<file path="config.mk">
export PLATFORM = sky130hd
export DESIGN_NAME = c_wf_alloc_conn_lock_flat
export DESIGN_NICKNAME = d
export VERILOG_FILES = /design/src/rtl/c_wf_alloc_conn_lock_if.sv /design/src/rtl/c_wf_alloc_conn_lock.sv /design/src/flat_wrapper.sv
export SDC_FILE = /design/constraint.sdc
export NUM_CORES = 1
export LEC_CHECK = 0
export ABC_AREA = 1
export BUFFER_PORTS_ARGS = -buffer_cell sky130_fd_sc_hd__buf_2
export CAP_MARGIN = 40
export CELL_PAD_IN_SITES_DETAIL_PLACEMENT = 0
export CELL_PAD_IN_SITES_GLOBAL_PLACEMENT = 1
export CORE_ASPECT_RATIO = 0.75
export CORE_MARGIN = 1
export CORE_UTILIZATION = 35
export DETAILED_ROUTE_END_ITERATION = 7
export PLACE_DENSITY = 0.85
export SLEW_MARGIN = 30
export SYNTH_ARGS = -nofsm -noshare
export SYNTH_HDL_FRONTEND = slang
export SYNTH_SLANG_ARGS = --single-unit
export TNS_END_PERCENT = 5
</file>
<file path="constraint.sdc">
create_clock -name clk -period 2.9 [get_ports clk]
set_clock_uncertainty 0.15 [all_clocks]
set_input_delay 0.145 -clock clk [delete_from_list [all_inputs] [get_ports clk]]
set_output_delay 0.145 -clock clk [all_outputs]
set_load 0.02 [all_outputs]
</file>
<file path="src/rtl/c_wf_alloc_conn_lock_if.sv">
// Connection-lock bundle between request logic, wavefront allocator and crossbar.
// master drives requests/grants/enable; slave (the lock block) drives masks and crossbar.
interface c_wf_alloc_conn_lock_if #(
   parameter int num_ports = 8
);
   logic                           active;
   logic [num_ports*num_ports-1:0] req_in;
   logic [num_ports-1:0]           valid_in;
   logic [num_ports-1:0]           tail_in;
   logic [num_ports*num_ports-1:0] req_alloc;
   logic [num_ports*num_ports-1:0] gnt_alloc;
   logic                           update;
   logic [num_ports*num_ports-1:0] xbar_sel;
   logic [num_ports-1:0]           xbar_valid;
   logic [num_ports*num_ports-1:0] lock_q;
   logic                           err;

   modport master (
      output active, req_in, valid_in, tail_in, gnt_alloc,
      input  req_alloc, update, xbar_sel, xbar_valid, lock_q, err
   );

   modport slave (
      input  active, req_in, valid_in, tail_in, gnt_alloc,
      output req_alloc, update, xbar_sel, xbar_valid, lock_q, err
   );
endinterface

</file>
<file path="src/rtl/c_wf_alloc_conn_lock.sv">
// Packet connection tracker: locks input->output pairs until tail, masks allocator requests.
// Ports: clk, reset (async, active-low), bus (slave: req/valid/tail/gnt in; req_alloc/update/xbar/lock/err out).
module c_wf_alloc_conn_lock #(
   parameter int num_ports  = 8,
   parameter bit err_sticky = 1'b1
) (
   input logic                   clk,
   input logic                   reset,
   c_wf_alloc_conn_lock_if.slave bus
);
   localparam int N  = num_ports;
   localparam int NN = N * N;

   logic [NN-1:0] lock_r, lock_nx;
   logic [NN-1:0] xsel_r, xsel_nx;
   logic [NN-1:0] req_m, gnt_new, conn;
   logic [N-1:0]  row_lk, col_lk, xfer;
   logic [N-1:0]  xval_r, xval_nx;
   logic [N-1:0]  rv, cv;
   logic          err_r, err_nx, err_now;

   // More than one bit set in v.
   function automatic logic multi(input logic [N-1:0] v);
      return |(v & (v - N'(1)));
   endfunction

   always_comb begin
      row_lk  = '0;
      col_lk  = '0;
      req_m   = '0;
      xfer    = '0;
      lock_nx = '0;
      xsel_nx = '0;
      xval_nx = '0;
      rv      = '0;
      cv      = '0;
      err_now = 1'b0;

      for (int i = 0; i < N; i++)
         for (int j = 0; j < N; j++) begin
            row_lk[i] = row_lk[i] | lock_r[i*N+j];
            col_lk[j] = col_lk[j] | lock_r[i*N+j];
         end

      for (int i = 0; i < N; i++)
         for (int j = 0; j < N; j++)
            req_m[i*N+j] = bus.req_in[i*N+j] & bus.valid_in[i]
                         & ~row_lk[i] & ~col_lk[j];

      // Grants outside the masked request set are dropped here.
      gnt_new = bus.gnt_alloc & req_m;
      conn    = lock_r | gnt_new;

      for (int i = 0; i < N; i++) begin
         rv      = conn[i*N +: N];
         xfer[i] = bus.valid_in[i] & (|rv);
         err_now = err_now | multi(rv) | multi(bus.req_in[i*N +: N]);
         for (int j = 0; j < N; j++) begin
            // A new grant always transfers, so ~xfer only holds existing locks.
            lock_nx[i*N+j] = conn[i*N+j] & (~xfer[i] | ~bus.tail_in[i]);
            xsel_nx[i*N+j] = conn[i*N+j] & xfer[i];
            xval_nx[j]     = xval_nx[j] | xsel_nx[i*N+j];
         end
      end

      for (int j = 0; j < N; j++) begin
         cv = '0;
         for (int i = 0; i < N; i++)
            cv[i] = conn[i*N+j];
         err_now = err_now | multi(cv);
      end

      err_now = err_now | (|(bus.gnt_alloc & ~req_m));
      err_nx  = err_sticky ? (err_r | err_now) : err_now;
   end

   always_ff @(posedge clk or negedge reset) begin
      if (!reset) begin
         lock_r <= '0;
         xsel_r <= '0;
         xval_r <= '0;
         err_r  <= 1'b0;
      end else if (bus.active) begin
         lock_r <= lock_nx;
         xsel_r <= xsel_nx;
         xval_r <= xval_nx;
         err_r  <= err_nx;
      end
   end

   assign bus.req_alloc  = req_m;
   assign bus.update     = |gnt_new;
   assign bus.xbar_sel   = xsel_r;
   assign bus.xbar_valid = xval_r;
   assign bus.lock_q     = lock_r;
   assign bus.err        = err_r;
endmodule
</file>
<file path="src/flat_wrapper.sv">
// flat-port wrapper written by rule: the top's interface ports become plain ports
module c_wf_alloc_conn_lock_flat 
#(
   parameter int num_ports  = 8,
   parameter bit err_sticky = 1'b1
)
  (clk, reset, bus_active, bus_req_in, bus_valid_in, bus_tail_in, bus_gnt_alloc, bus_req_alloc, bus_update, bus_xbar_sel, bus_xbar_valid, bus_lock_q, bus_err);
  c_wf_alloc_conn_lock_if #(.num_ports(num_ports)) bus_i ();
  input logic clk;
  input logic reset;
  input wire logic [$bits(bus_i.active)-1:0] bus_active;
  input wire logic [$bits(bus_i.req_in)-1:0] bus_req_in;
  input wire logic [$bits(bus_i.valid_in)-1:0] bus_valid_in;
  input wire logic [$bits(bus_i.tail_in)-1:0] bus_tail_in;
  input wire logic [$bits(bus_i.gnt_alloc)-1:0] bus_gnt_alloc;
  output wire logic [$bits(bus_i.req_alloc)-1:0] bus_req_alloc;
  output wire logic [$bits(bus_i.update)-1:0] bus_update;
  output wire logic [$bits(bus_i.xbar_sel)-1:0] bus_xbar_sel;
  output wire logic [$bits(bus_i.xbar_valid)-1:0] bus_xbar_valid;
  output wire logic [$bits(bus_i.lock_q)-1:0] bus_lock_q;
  output wire logic [$bits(bus_i.err)-1:0] bus_err;
  assign bus_i.active = bus_active;
  assign bus_i.req_in = bus_req_in;
  assign bus_i.valid_in = bus_valid_in;
  assign bus_i.tail_in = bus_tail_in;
  assign bus_i.gnt_alloc = bus_gnt_alloc;
  assign bus_req_alloc = bus_i.req_alloc;
  assign bus_update = bus_i.update;
  assign bus_xbar_sel = bus_i.xbar_sel;
  assign bus_xbar_valid = bus_i.xbar_valid;
  assign bus_lock_q = bus_i.lock_q;
  assign bus_err = bus_i.err;
  c_wf_alloc_conn_lock #(.num_ports(num_ports), .err_sticky(err_sticky)) u_core (.clk(clk), .reset(reset), .bus(bus_i));
endmodule
</file>
==> results.json, run 1 <==
{
  "outcome": "finished, violations left",
  "failed_checks": "negative setup slack",
  "cts_root_buf": "clkbuf_16",
  "diodes": 0,
  "portBuffers": 348,
  "drc_errors": 0,
  "timing.final.crit_share_pct": 101,
  "rsz0062_at_grt": "true",
  "grt_max_degree": 75,
  "ant_nets": 0,
  "htree_levels": 4,
  "p_int_mw": 9.79,
  "cts_tree": "done",
  "combPwrFrac_pct": 75.6,
  "hpwlAfterDp_mm": 47.6,
  "critPathLaunch": "u_core.bus.lock_q[62]",
  "timing.rr.start": "u_core.bus.lock_q[13]",
  "worstPathRequired_ns": 2.61,
  "area_growth_pct": 44.2,
  "synthDistinctLibCells": 39,
  "max_stage_delay_ns": 0.36,
  "cts_sinks": 137,
  "path_clk_slew_ns": 0.06,
  "endpoint_kind": "output port",
  "min_period_ns": 2.92,
  "grt_util_all_layers_pct": 34.7,
  "ys_ff_latch": 137,
  "synth_top_area_cell": "dfrtp_1",
  "fp.dieW_um": 208,
  "hold_viol_final": 0,
  "numCtsBuffers": 17,
  "clock.fmax_mhz": 343,
  "ys.flop_type": "dfrtp_1",
  "dr_wl_met2_mm": 24.3,
  "worstSkewPairLatency_ns": 0.45,
  "powerDensity_nw_per_um2": 1330,
  "worst_path_max_delay_cell": "dfrtp_1",
  "first_iter_violations": 1649,
  "cts_buffer_depth": 2,
  "final_area_um2": 16000,
  "synthDominantCellAreaShare_pct": 30.8,
  "report.final.setup_viol": 1,
  "p_sw_share_pct": 54.0,
  "first_pass_iters": 8,
  "m1WireLength_mm": 25.8,
  "vias": 14736,
  "crit_buf_inv": 4,
  "hold_class": "in -> reg",
  "gp_congestion": 1.03,
  "p_sw_mw": 11.5,
  "leakagePower_nw": 10.4,
  "antenna_found_initial": 0,
  "maxCapViolCount": 0,
  "ir_worst_vdd_mv": 0.750,
  "arrival_ns": 2.62,
  "grt_pass1_vias": 13550,
  "post_drt_wl_per_cell_um": 20.1,
  "slew_headroom_pct": 51.0,
  "layout.nets": 2612,
  "io_pins": 349,
  "nFillCells": 3332,
  "dpl-instance-area_um2": 14900,
  "synth_edf_count": 0,
  "maxUsedRoutingLayer": "met4",
  "synth_area_um2": 11100,
  "routed_via_density": 5.11,
  "syn_inst": 1879,
  "seqPwrFrac_pct": 14.1,
  "start_util_pct": 35.6,
  "crit_type": "reg -> out",
  "grt_remaining_overflow": 0,
  "dr_wl_met3_mm": 6.72,
  "die_height_um": 156,
  "ys_top_cells_by_area": "dfrtp_1 (31%), nand2_1 (23%), inv_1 (11%)",
  "grt_first_pass_wirelength_mm": 82.8,
  "async_flop_share_pct": 100,
  "critPathLaunchType": "flop",
  "path_cells": "buf_6 -> nor2_2 -> nand2_2 -> nor2_4 -> buf_12 -> nand4_1 -> buf_4 -> nand4_1 -> nor4_2 -> nand4_1 -> buf_6",
  "syn-num-nets": 2026,
  "worst_slew_pin_slew_ns": 0.734,
  "path_max_fanout": 6,
  "core_um2": 31300,
  "fp-row-count": 56,
  "syn_avg_cell_area_um2": 5.92,
  "seq_area_frac_synth_pct": 30.8,
  "design.die.area_um2": 32500,
  "drive_above_1_share_pct": 30.9,
  "setup_slack_ns": -0.0164,
  "final_core_utilization_pct": 51.3,
  "min-delay-start": "bus_valid_in[0]",
  "pwr-share-clk_pct": 10.3,
  "drv_slew": 0,
  "finalWirelength_mm": 57.9,
  "critPathTopFamily": "simple AND/OR/NAND/NOR gates",
  "yosys_warnings": 0,
  "preCtsSetupSlack_ns": -0.163,
  "crit_top_cell": "nand4_1"
}
layout by cell type (no fill, tap or decap), drive strengths merged:
cell type	count
dfrtp	137
a211oi	1
nor2	275
nor4	4
clkinv	7
nor3	6
bufinv	2
a21oi	16
and2	1
o22ai	8
nand4	82
clkinvlp	1
o2111ai	1
clkbuf	24
nand2	680
o31ai	2
or2	6
inv	328
dlygate4sd3	11
nand3b	2
buf	601
o21a	8
a22o	1
a22oi	1
o21bai	2
o21ai	142
nand3	129
per-stage QoR:
stage | setup TNS, ns | instances | hold WS [ns] | power (mW)
2_1_floorplan | 0 | 1879 | -0.301 | 11.0
3_3_place_gp | -0.216 | 2807 | 0.0428 | 17.3
3_5_place_dp | -0.290 | 2807 | 0.0530 | 17.4
4_1_cts | -0.00414 | 2864 | 0.00754 | 20.1
5_1_grt | -0.349 | 2884 | 0.0272 | 22.5
6_report | -0.0164 | 2884 | 0.0310 | 21.3
cell usage after synthesis, types with 7 or more instances:
| master | instances |
|---|---|
| nand2_1 | 669 |
| o22ai_1 | 8 |
| nand4_1 | 73 |
| o21ai_1 | 7 |
| a21oi_1 | 9 |
| inv_2 | 11 |
| nand2_2 | 11 |
| nand3_1 | 116 |
| inv_1 | 317 |
| nand4_2 | 9 |
| buf_2 | 8 |
| nand3_2 | 13 |
| o21ai_0 | 133 |
| buf_6 | 11 |
| nor2_2 | 11 |
| nor2_1 | 249 |
| o21a_1 | 8 |
| dfrtp_1 | 137 |
| clkbuf_1 | 22 |
| nor2_4 | 13 |
power by group through the flow:
stage	clock network, mW	registers [mW]	logic [mW]
5_1_grt	2.27	3.06	17.1
4_1_cts	2.20	2.98	14.9
3_5_place_dp	0	3.01	14.4
2_1_floorplan	0	3.64	7.34
3_3_place_gp	0	3.00	14.3
6_report	2.18	3.01	16.1
registers in the layout, summed over array words and instances (netlist names):
name / flops
u_core.bus.xbar_sel: 64
u_core.bus.xbar_valid: 8
u_core.bus.err: 1
u_core.bus.lock_q: 64
cell families (layout without fill, tap and decap cells):
logic type | after synthesis | count (layout) | share of synthesized area (%)
AO/OA/AOI/OAI | 182 | 182 | 9.30
buffers and inverters | 377 | 974 | 13.7
flip-flops | 137 | 137 | 30.8
AND/OR/NAND/NOR | 1183 | 1185 | 46.2
layout make-up:
type                            instances  area (um^2)  area share, %
Clock buffer                           23          468           2.92
Clock inverter                          9         97.6          0.608
Inverter                              329         1240           7.70
Multi-Input combinational cell       1367         6360           39.7
Sequential cell                       137         3430           21.4
Tap cell                              406          508           3.17
Timing Repair Buffer                  613         3940           24.5
what timing repair did:
action                                  in CTS  in global routing
setup buffers                               14                 17
hold buffers                                11                  0
endpoints found under the setup margin       8                 48
endpoints found under the hold margin      102                  0
pin swaps                                    5                 13
cloned                                       0                  3
gates resized for setup                      9                 49
worst register-to-register path: cells and delay by family (launching register included):
kind,cells,cell delay (ns)
AND/OR/NAND/NOR,16,1.83
buffers and inverters,3,0.36
flip-flops,1,0.44
path summary, 6_finish.rpt:
| kind | endpoint | slack, ns | cells past startpoint |
|---|---|---|---|
| min reg2reg | u_core.bus.xbar_sel[37] | 0.32 | 2 |
| max reg2reg | u_core.bus.err | 0 | 19 |
| max in group asynchronous | u_core.bus.lock_q[54] | 1.68 | 3 |
| min in group asynchronous | u_core.bus.lock_q[4] | 0.15 | 2 |
| min | u_core.bus.xbar_sel[6] | 0.03 | 2 |
| max | bus_update | -0.02 | 11 |
routing by layer:
layer,vias up,GRT usage (%)
met5,-,0
met2,776,51.5
met1,6912,48.1
met4,0,7.55
met3,57,12.0
li1,6991,-
No activity file was read; power rests on OpenSTA's default activity.
==> inputs of run 2 (changes only) <==
--- a/config.mk
+++ b/config.mk
@@ -12,9 +12,9 @@
 export CELL_PAD_IN_SITES_GLOBAL_PLACEMENT = 1
 export CORE_ASPECT_RATIO = 0.75
 export CORE_MARGIN = 1
-export CORE_UTILIZATION = 35
+export CORE_UTILIZATION = 32
 export DETAILED_ROUTE_END_ITERATION = 7
-export PLACE_DENSITY = 0.85
+export PLACE_DENSITY_LB_ADDON = 0.1
 export SLEW_MARGIN = 30
 export SYNTH_ARGS = -nofsm -noshare
 export SYNTH_HDL_FRONTEND = slang
==> constraint.sdc (replaced) <==
create_clock -name clk -period 2.6 [get_ports clk]
set_clock_uncertainty 0.15 [all_clocks]
set_input_delay 0.13 -clock clk [delete_from_list [all_inputs] [get_ports clk]]
set_output_delay 0.13 -clock clk [all_outputs]
set_load 0.02 [all_outputs]
==> run 2 against run 1 <==
Against the previous run:
- the flow still finishes with violations (negative setup slack)
- global-route usage decreased by 0.68 points
- setup slack got worse by 0.23 ns
- power increased by 28%
- via count increased by 4.6%
- largest power group unchanged
- highest routed layer unchanged
==> results.json, run 2 (same netlist as run 1, synthesis figures left out) <==
{
  "critPathLaunchType": "flop",
  "design.die.area_um2": 35500,
  "slew_headroom_pct": 45.3,
  "path_clk_slew_ns": 0.07,
  "worst_slew_pin_slew_ns": 0.821,
  "whs_ns": 0.0340,
  "layout.nets": 2812,
  "min_period_ns": 2.84,
  "grt_remaining_overflow": 0,
  "report.final.setup_viol": 54,
  "path_max_fanout": 5,
  "critPathTopFamily": "simple AND/OR/NAND/NOR gates",
  "timing.rr.start": "u_core.bus.lock_q[62]",
  "io_pins": 349,
  "cts_sinks": 137,
  "outcome": "finished, violations left",
  "path_cells": "nor2_2 -> nand2_2 -> nor2_4 -> buf_4 -> nand3_1 -> inv_1 -> nand2_2 -> buf_4 -> nand4_1 -> nor4_2 -> nand4_1 -> buf_6",
  "finalWirelength_mm": 61.3,
  "core_um2": 33900,
  "hold_class": "in -> reg",
  "final_cell_mix": "nand2_1 (614), buf_4 (404), buf_2 (346)",
  "timing.final.crit_share_pct": 109,
  "vias": 15413,
  "rr_worst_depth": 21,
  "final_common_cell": "nand2_1",
  "gp_congestion": 1.00,
  "drv_slew": 0,
  "worstHoldEndpoint": "u_core.bus.lock_q[33]",
  "max_stage_delay_ns": 0.40,
  "powerDensity_nw_per_um2": 1490,
  "grt_max_degree": 138,
  "die_height_um": 164,
  "nFillCells": 3551,
  "post_drt_wl_per_cell_um": 19.6,
  "power_mw": 27.2,
  "grt_util_all_layers_pct": 34.0,
  "leakagePower_nw": 11.5,
  "fp.dieW_um": 217,
  "first_iter_violations": 1356,
  "cts_buffer_depth": 2,
  "arrival_ns": 2.56,
  "ant_nets": 0,
  "grt_pass1_vias": 14460,
  "crit_buf_inv": 4,
  "preCtsSetupSlack_ns": -0.444,
  "grt_first_pass_wirelength_mm": 88.3,
  "cts_tree": "done",
  "hold_viol_final": 0,
  "htree_levels": 4,
  "first_pass_iters": 5,
  "drive_above_1_share_pct": 39.9,
  "portBuffers": 348,
  "worstPathRequired_ns": 2.32,
  "cts_root_buf": "clkbuf_16",
  "setup_slack_ns": -0.242,
  "endpoint_kind": "output port",
  "area_growth_pct": 64.5,
  "numCtsBuffers": 17,
  "worstSkewPairLatency_ns": 0.46,
  "clock.fmax_mhz": 352,
  "drc_errors": 0,
  "crit_type": "reg -> out",
  "ir_worst_vdd_mv": 0.748,
  "fp-row-count": 58,
  "holdPathStages": 6,
  "r2r_slack_ns": -0.18,
  "failed_checks": "negative setup slack",
  "antenna_found_initial": 1,
  "rsz0062_at_grt": "true",
  "reg2reg_to": "u_core.bus.err",
  "dp_cells": 3035,
  "start_util_pct": 32.8,
  "min-delay-start": "bus_gnt_alloc[33]",
  "hpwlAfterDp_mm": 51.2,
  "layout.cells.non_filler": 3129,
  "worst_path_max_delay_cell": "dfrtp_1",
  "routed_via_density": 4.93,
  "maxCapViolCount": 0
}
run 2: worst min-delay path, delay by kind of cell:
family                 cells  cell delay, ns
buffers and inverters      3            0.26
and+or+nand+nor            2            0.16
AOI/OAI and AO/OA          1            0.06
run 2: how the worst max path moves through the flow:
stage | start | endpoint | slack [ns] | depth (start not counted)
2_1_floorplan | u_core.bus.lock_q[22] | u_core.bus.lock_q[56] | 0.33 | 15
3_3_place_gp | u_core.bus.lock_q[12] | u_core.bus.err | -0.48 | 19
3_5_place_dp | u_core.bus.lock_q[12] | u_core.bus.err | -0.44 | 19
4_1_cts | u_core.bus.lock_q[7] | bus_update | -0.22 | 13
5_1_grt | u_core.bus.lock_q[61] | u_core.bus.err | -0.33 | 22
6_report | u_core.bus.lock_q[14] | bus_update | -0.24 | 12
run 2: cell type report:
cell class	count	area [um^2]	share of cell area, %
diodes	1	2.50	0.0137
clock buffers	21	460	2.52
clock inverters	11	146	0.800
inverters	329	1240	6.79
multi-input cells	1367	6850	37.4
flip-flops and latches	137	3440	18.8
well taps	450	563	3.08
repair buffers	813	5600	30.6
run 2: power breakdown:
part / internal (mW) / switching (mW)
Clock: 1.56 / 0.996
Sequential: 2.79 / 0.575
Combinational: 8.99 / 12.3
run 2: metrics by stage:
| step | utilization, % | cell area [um^2] | TNS (ns) |
|---|---|---|---|
| global route | 54.0 | 18300 | -14.93 |
| CTS | 52.5 | 17800 | -1.56 |
| floorplan | - | 11100 | 0 |
| detailed placement | 48.2 | 16300 | -25.60 |
| finish | 54.0 | 18300 | -3.51 |
| global placement | 48.2 | 16300 | -24.29 |
run 2: metal layers:
metal / share of wire, % / track usage, %
met4: 2.3 / 9.73
met2: 43 / 51.4
met1: 47 / 50.4
met5: 0 / 0
met3: 7.6 / 3.91
run 2: what timing repair did:
action | 4_1_cts | 5_1_grt
pin swaps | 45 | 66
resized for setup | 112 | 135
endpoints found under the hold margin | 195 | 0
gates cloned | 2 | 2
endpoints found under the setup margin | 125 | 126
hold buffers | 12 | 0
setup buffers | 37 | 12
